## src/rtl/bp_pkg.sv

```systemverilog
// Shared definitions for the branch predictor: 2-bit counter encoding and
// the saturating counter next-state function.
package bp_pkg;

   localparam int CNT_W = 2;

   localparam logic [CNT_W-1:0] SNT = 2'b00;
   localparam logic [CNT_W-1:0] WNT = 2'b01;
   localparam logic [CNT_W-1:0] WT  = 2'b10;
   localparam logic [CNT_W-1:0] ST  = 2'b11;

   localparam logic [CNT_W-1:0] CNT_RESET = WNT;

   function automatic logic [CNT_W-1:0] cnt_next(input logic [CNT_W-1:0] cnt,
                                                 input logic taken);
      logic [CNT_W-1:0] nxt;
      nxt = cnt;
      if (taken) begin
         if (cnt != ST) nxt = cnt + 1'b1;
      end else begin
         if (cnt != SNT) nxt = cnt - 1'b1;
      end
      return nxt;
   endfunction

endpackage

```

## src/rtl/bp_ghr.sv

```systemverilog
// Global history shift register; the newest outcome enters at bit 0.
module bp_ghr #(
   parameter int HIST_W = 4
) (
   input  logic              clk,
   input  logic              reset,
   input  logic              shift_en,
   input  logic              shift_in,
   output logic [HIST_W-1:0] ghr
);

   generate
      if (HIST_W > 1) begin : g_multi
         always_ff @(posedge clk or posedge reset) begin
            if (reset)         ghr <= '0;
            else if (shift_en) ghr <= {ghr[HIST_W-2:0], shift_in};
         end
      end else begin : g_single
         always_ff @(posedge clk or posedge reset) begin
            if (reset)         ghr <= '0;
            else if (shift_en) ghr <= shift_in;
         end
      end
   endgenerate

endmodule

```

## src/rtl/gshare_predictor.sv

```systemverilog
// Gshare direction predictor: PC xor global history indexes a table of
// 2-bit saturating counters. Registered prediction, trained on resolve.
module gshare_predictor
   import bp_pkg::*;
#(
   parameter int IDX_W      = 4,
   parameter int HIST_W     = 4,
   parameter int PC_W       = 32,
   parameter int CNT_STAT_W = 16
) (
   input  logic                  clk,
   input  logic                  reset,
   input  logic                  lookup_valid,
   input  logic [PC_W-1:0]       lookup_pc,
   output logic                  prediction,
   output logic                  prediction_valid,
   output logic [IDX_W-1:0]      pred_index,
   input  logic                  update_valid,
   input  logic [IDX_W-1:0]      update_index,
   input  logic                  update_taken,
   input  logic                  update_mispredict,
   output logic [HIST_W-1:0]     ghr,
   output logic [CNT_STAT_W-1:0] mispredict_count
);

   localparam int DEPTH = 2 ** IDX_W;

   logic [CNT_W-1:0] cnt_tbl [DEPTH];
   logic [IDX_W-1:0] idx;
   logic             pc_unused;

   // PC bits outside the index window never affect the prediction.
   assign pc_unused = ^{lookup_pc[PC_W-1:IDX_W+2], lookup_pc[1:0]};
   assign idx       = lookup_pc[IDX_W+1:2] ^ IDX_W'(ghr);

   bp_ghr #(.HIST_W(HIST_W)) u_ghr (
      .clk      (clk),
      .reset    (reset),
      .shift_en (update_valid),
      .shift_in (update_taken),
      .ghr      (ghr)
   );

   // Read-before-write: a same-cycle lookup sees the pre-update counter.
   always_ff @(posedge clk or posedge reset) begin
      if (reset) begin
         prediction       <= 1'b0;
         prediction_valid <= 1'b0;
         pred_index       <= '0;
      end else begin
         prediction_valid <= lookup_valid;
         if (lookup_valid) begin
            prediction <= cnt_tbl[idx][CNT_W-1];
            pred_index <= idx;
         end
      end
   end

   always_ff @(posedge clk or posedge reset) begin
      if (reset) begin
         for (int i = 0; i < DEPTH; i++) cnt_tbl[i] <= CNT_RESET;
      end else if (update_valid) begin
         cnt_tbl[update_index] <= cnt_next(cnt_tbl[update_index], update_taken);
      end
   end

   always_ff @(posedge clk or posedge reset) begin
      if (reset) begin
         mispredict_count <= '0;
      end else if (update_valid && update_mispredict && (mispredict_count != '1)) begin
         mispredict_count <= mispredict_count + 1'b1;
      end
   end

endmodule
```

## config.mk

```make
export PLATFORM = sky130hd
export DESIGN_NAME = gshare_predictor
export DESIGN_NICKNAME = d
export VERILOG_FILES = /design/src/rtl/bp_pkg.sv /design/src/rtl/bp_ghr.sv /design/src/rtl/gshare_predictor.sv
export SDC_FILE = /design/constraint.sdc
export NUM_CORES = 1
export LEC_CHECK = 0
export CELL_PAD_IN_SITES_DETAIL_PLACEMENT = 0
export CELL_PAD_IN_SITES_GLOBAL_PLACEMENT = 1
export CORE_MARGIN = 5
export CORE_UTILIZATION = 41
export CTS_BUF_LIST = sky130_fd_sc_hd__clkbuf_8
export DETAILED_ROUTE_END_ITERATION = 8
export PLACE_DENSITY_LB_ADDON = 0.2
export SETUP_SLACK_MARGIN = 0.2
export SLEW_MARGIN = 15
export SYNTH_ARGS = -nofsm -noshare
export SYNTH_HDL_FRONTEND = slang
export SYNTH_HIERARCHICAL = 1
export SYNTH_SLANG_ARGS = --single-unit
```

## constraint.sdc

```tcl
create_clock -name clk -period 2.4 [get_ports clk]
set_input_delay 0.6 -clock clk [delete_from_list [all_inputs] [get_ports clk]]
set_output_delay 0.6 -clock clk [all_outputs]
set_load 0.05 [all_outputs]
```

Word-level counts from Yosys, hierarchy flattened
Cells that the tools add are included.
{ "word_totals": {"wordCells": 49, "in_bits": 42, "reg_bits": 58} }
{ "classes": {"magnitude_cmp": 3, "mux": 13, "n_eq_ne": 2, "bitwise_logic": 3, "reduce_logical": 4, "addsub": 3} }
{ "op_table": {"columns": ["op", "n"], "rows": [
  ["32-bit bitwise mux", 1],
  ["2-bit 2-to-1 mux", 9],
  ["16-bit by 1-bit adder with 16-bit output, second input constant", 1],
  ["2-bit binary-select mux with 4-bit select", 2],
  ["16-bit != test, second input constant", 1],
  ["5-bit >= comparator, second input constant", 2],
  ["4-bit inverter with 5-bit output", 2],
  ["2-bit demux with 4-bit select", 1],
  ["5-bit by 1-bit < comparator with 1-bit output, second input constant", 1],
  ["4-bit XOR", 1],
  ["1-bit logical AND", 3],
  ["2-bit by 1-bit adder with 2-bit output, second input constant", 1],
  ["2-bit != test, second input constant", 1],
  ["2-bit nonzero test", 1],
  ["2-bit by 1-bit subtractor with 2-bit output, second input constant", 1]
]} }

Depth between registers and ports, before layout
{ "logic_depth": {"word_depth": 9, "depth_mapped": 7, "ltp_nobuf": 6} }

By module
The synthesis kept the hierarchy.
{ "by_module_without_submodules": {"columns": ["mod", "seq_area_each_um2", "instances", "cells_each", "area_per_inst_um2"], "rows": [
  ["gshare_predictor", 1371.3, 1, 257, 2979.1],
  ["bp_ghr", 100.1, 1, 9, 148.9]
]} }

Least setup slack after synthesis
OpenSTA, ideal clock, no wires.
{ "synth_timing": {"path_type": "register -> register", "from": "register u_ghr.ghr[0]", "to": "register prediction", "arrival_ps": 2104, "required_ps": 2258, "period_less_slack_ps": 2246, "stages_incl_launch_ff": 6, "setup_slack_ps": 154, "setup_time_ps": 142, "path_cell_list": "dfrtp_1 > xor2_1 > mux4_2 > mux2_2 > nand3_1 > o221ai_1"} }
{ "synth_between": {"elab_chain_cells": 5} }
{ "synth_rtl": {"columns": ["item", "line", "source"], "rows": [
  ["from (decl)", "bp_ghr.sv:9", "output logic [HIST_W-1:0] ghr"],
  ["from (signal assigned)", "bp_ghr.sv:16", "else if (shift_en) ghr <= {ghr[HIST_W-2:0], shift_in};"],
  ["4-bit XOR", "gshare_predictor.sv:34", "assign idx = lookup_pc[IDX_W+1:2] ^ IDX_W'(ghr);"],
  ["4-bit inverter with 5-bit output (not written as such)", "gshare_predictor.sv:53", "prediction <= cnt_tbl[idx][CNT_W-1];"],
  ["2-bit binary-select mux with 4-bit select", "gshare_predictor.sv:53", null],
  ["2-bit 2-to-1 mux (not written as such) (2 in series)", "gshare_predictor.sv:53", null],
  ["to (signal assigned)", "gshare_predictor.sv:53", null],
  ["to (decl)", "gshare_predictor.sv:15", "output logic prediction,"]
]} }
No other way between the ends. The select of a mux whose other input is x is not followed.
A chain may end at the register's enable or synchronous reset.

Worst setup path after layout
{ "layout_timing": {"from": "input port update_index[1]", "to": "register cnt_tbl[3] (netlist bit)"} }
{ "layout_between": {"elab_chain_cells": 9, "elab_cells_between_ends": 18} }
{ "layout_rtl": {"columns": ["item", "line", "source"], "rows": [
  ["from (decl)", "gshare_predictor.sv:19", "input logic [IDX_W-1:0] update_index,"],
  ["4-bit inverter with 5-bit output (not written as such) *", "gshare_predictor.sv:63", "cnt_tbl[update_index] <= cnt_next(cnt_tbl[update_index], update_taken);"],
  ["2-bit binary-select mux with 4-bit select", "gshare_predictor.sv:63", null],
  ["2-bit 2-to-1 mux (not written as such) (2 in series)", "gshare_predictor.sv:63", null],
  ["2-bit by 1-bit subtractor with 2-bit output, or another cell as far along", "bp_pkg.sv:21", "if (cnt != SNT) nxt = cnt - 1'b1;"],
  ["2-bit 2-to-1 mux, on equally long branches", "bp_pkg.sv:21, bp_pkg.sv:19", null],
  ["2-bit 2-to-1 mux", "bp_pkg.sv:18", "if (taken) begin"],
  ["2-bit 2-to-1 mux", "gshare_predictor.sv:62", "end else if (update_valid) begin"],
  ["32-bit bitwise mux *", "gshare_predictor.sv:63", null],
  ["to (signal, indexed assignment)", "gshare_predictor.sv:63", null],
  ["to (decl)", "gshare_predictor.sv:28", "logic [CNT_W-1:0] cnt_tbl [DEPTH];"]
]} }
Mark *: on every way between the ends. The rest lies on a longest branch, timed or not. The select of a mux whose other input is x is not followed.

==> flow_metrics.env <==
export IMPL_status="completed"
export IMPL_relSlewSlack=0.6240
export IMPL_hold_path_class="flop to flop"
export IMPL_synth_top_area_cell="dfrtp_1"
export IMPL_critPathArrivalTime_ns=2.38
export IMPL_peakVddDrop_uv=384.8
export IMPL_place_hpwl_um=5277
export IMPL_synth_edf_count=0
export IMPL_io_pin_count=68
export IMPL_cts_hold_buf=0
export IMPL_drc=0
export IMPL_antennaDiodeCount=0
export IMPL_wirelength_um=7519
export IMPL_die_area_mm2=0.009476
export IMPL_fillCellCount=612
export IMPL_grt_max_degree=55
export IMPL_pre_cts_ws_ns=-0.5170
export IMPL_setup_viol=0
export IMPL_rsz0062_at_grt="true"
export IMPL_coreArea_mm2=0.007331
export IMPL_syn_inst=266
export IMPL_grt_pass1_vias=2461
export IMPL_viasPerCell=5.323
export IMPL_worstMarginPinSlew_ns=0.5498
export IMPL_die_w_um=97.35
export IMPL_crit_chain="buf_4 > buf_12 > buf_4 > mux4_2 > mux2_4 > maj3_4 > mux2_2"
export IMPL_ys_ff_latch=58
export IMPL_power_density_mw_per_mm2=891.1
export IMPL_cts_max_level=3
export IMPL_hold_viol_final=0
export IMPL_drtIter0Drc=111
export IMPL_die_y_um=97.35
export IMPL_final_layout_size_suffix_gt1_frac=0.3484
export IMPL_place_gp_congestion=0.8098
export IMPL_post_route_min_period_ns=2.167
export IMPL_synth_distinct_cells=46
export IMPL_skew_ns=0.01031
export IMPL_p_leak_uw=0.001941
export IMPL_crit_required_ns=2.61
export IMPL_max_freq_ghz=0.4615
export IMPL_critical_path_top_delay_family="multiplexers"
export IMPL_async_flop_share=1.000
export IMPL_post_drt_wl_per_cell_um=16.63
export IMPL_slowest_delay_ns=0.47
export IMPL_clockBufferDepth=2
export IMPL_syn2layout_area_growth_pct=37.60
export IMPL_synth_top_area_frac=0.3360
export IMPL_clkTransAtPathRegs_ns=0.07
export IMPL_synth_main_ff_cell="dfrtp_1"
export IMPL_whs_ns=0.4951
export IMPL_syn_area_mm2=0.003128
export IMPL_cts_tree="built"
export IMPL_setup_ws_ns=0.2330
export IMPL_yosysWarnings=6
export IMPL_maxSlewViolCount=0
export IMPL_grt_ovfl_total=0
export IMPL_firstDrtPassIters=4
export IMPL_numClockSinks=58
export IMPL_grt_first_pass_wirelength_um=12400
export IMPL_synth_area_leaders="dfrtp_1 (34%), dfstp_2 (13%), mux2_2 (9.4%), mux4_2 (7.2%), nand2_1 (3.0%)"
export IMPL_setup_tns_ns=0
export IMPL_fin_util=0.5871
export IMPL_numCtsBuffers=9
export IMPL_crit_buf_inv=3
export IMPL_crit_fanout=8
export IMPL_endpoint_kind="flop"
export IMPL_avgSynthCellArea_um2=11.76
export IMPL_start_kind="primary input"
export IMPL_cap_violations=0
export IMPL_final_nets=391
export IMPL_antenna_found_initial=0
export IMPL_synthesis_nets=309
export IMPL_synth_seq_area_share=0.4704
export IMPL_crit_top_cell="buf_4"
export IMPL_portBuffers=39
export IMPL_initial_core_util=0.4267
export IMPL_min_period_over_period=0.9029
export IMPL_clk_latency_ns=0.34
export IMPL_rows=31
export IMPL_setup_worst_path_class="primary input to flop"
export IMPL_root_buffer="clkbuf_8"
export IMPL_ant_nets=0
export IMPL_groute_usage_overall=0.1656
export IMPL_cp_slowest_cell="mux4_2"
export IMPL_num_vias=2406
## state kept, by name, indices dropped and copies added (netlist names)
register	flops
pred_index	4
mispredict_count	16
prediction	1
prediction_valid	1
cnt_tbl	32
u_ghr/ghr	4
## cells by family (layout without fill, tap and decap cells)
logic type               Yosys count  count (layout)  synth area share
XOR/XNOR                          17              17           0.04760
AND/OR/NAND/NOR                   94              94            0.1580
adder cells (fa/ha/maj)            2               2          0.007599
flip-flops                        58              58            0.4704
multiplexers                      54              54            0.2316
AO/OA/AOI/OAI                     26              26           0.06279
buffers and inverters             15             102           0.02200
## cells in the mapped netlist, types with 5 or more instances
master and number:
xor2_1 7, nand2_1 25, nand2b_1 8, inv_1 7, nand4_1 6, mux2_1 5, o31ai_1 9, nor3b_1 5
dfrtp_1 42, nor2_1 21, xnor2_1 10, mux4_2 10, nand3_1 9, mux2_2 26, dfstp_2 16, mux2i_1 9
## worst reg2reg max path: stages (launching register included)
cell      delay (ns)
dfrtp_1         0.42
mux4_2          0.52
and3b_1         0.19
nor4_2          0.23
a311oi_2        0.07
buf_4           0.17
mux2_1          0.28
## path summary, 6_finish.rpt
check,from,endpoint,slack [ns],cells past startpoint
max reg2reg,cnt_tbl[9],cnt_tbl[12],0.44,6
min in group asynchronous,reset,u_ghr/ghr[0],0.54,2
min,mispredict_count[9],mispredict_count[9],0.50,1
min reg2reg,mispredict_count[9],mispredict_count[9],0.50,1
max in group asynchronous,reset,cnt_tbl[4],1.39,3
max,update_index[1],cnt_tbl[3],0.23,7
## where the power goes
part           internal, uW  switching (uW)  total, uW
logic                   677             729       1410
clock network           498             390        888
registers              1320             222       1540
total                  2490            1340       3840
## what timing repair did
item	CTS	global route
pin swaps	4	6
resized for setup	26	20
setup endpoints to repair	46	22
buffers inserted	5	8
gates cloned	2	0
endpoints found under the hold margin	0	0
## metrics by stage
step / total power, uW / instance area, um2 / std cells
6_report: 3836 / 4304 / 452
5_1_grt: 4055 / 4304 / 452
4_1_cts: 3803 / 4164 / 444
3_5_place_dp: 2881 / 3836 / 421
3_3_place_gp: 2849 / 3836 / 421
2_1_floorplan: 2402 / 3148 / 266
## final cells by class
| cell class | count | area [um2] | area share |
|---|---|---|---|
| inverter | 7 | 26.28 | 0.006105 |
| multi-input combinational | 193 | 1700 | 0.3951 |
| clock inverter | 6 | 57.56 | 0.01337 |
| clock buffer | 10 | 137.6 | 0.03198 |
| timing repair buffer | 79 | 787.0 | 0.1828 |
| tap | 99 | 123.9 | 0.02878 |
| sequential | 58 | 1471 | 0.3419 |
## cells in the final DEF (no fill, tap or decap), types with 3 or more instances in the layout
| master | count |
|---|---|
| buf_6 | 3 |
| dlymetal6s2s_1 | 7 |
| mux2_1 | 5 |
| nand3b_1 | 4 |
| xor2_1 | 6 |
| nand2_1 | 25 |
| o21ai_0 | 4 |
| buf_4 | 33 |
| mux2_4 | 8 |
| nand2b_1 | 8 |
| nand3_1 | 9 |
| a21oi_1 | 3 |
| clkbuf_8 | 10 |
| dlygate4sd2_1 | 14 |
| dfrtp_1 | 42 |
| inv_1 | 7 |
| nor2b_1 | 4 |
| clkdlybuf4s50_1 | 17 |
| nand4_1 | 6 |
| mux2i_1 | 9 |
| o31ai_1 | 9 |
| xnor2_1 | 10 |
| buf_12 | 3 |
| mux2_2 | 22 |
| mux4_2 | 10 |
| dfstp_2 | 16 |
| nor2_1 | 21 |
## per-layer routing
| metal | share of wire | track usage |
|---|---|---|
| met1 | 0.45 | 0.2179 |
| met2 | 0.49 | 0.2649 |
| met3 | 0.036 | 0.03661 |
| met4 | 0.021 | 0.06816 |
| met5 | 0 | 0 |
Power figures use the tool's default switching activity.
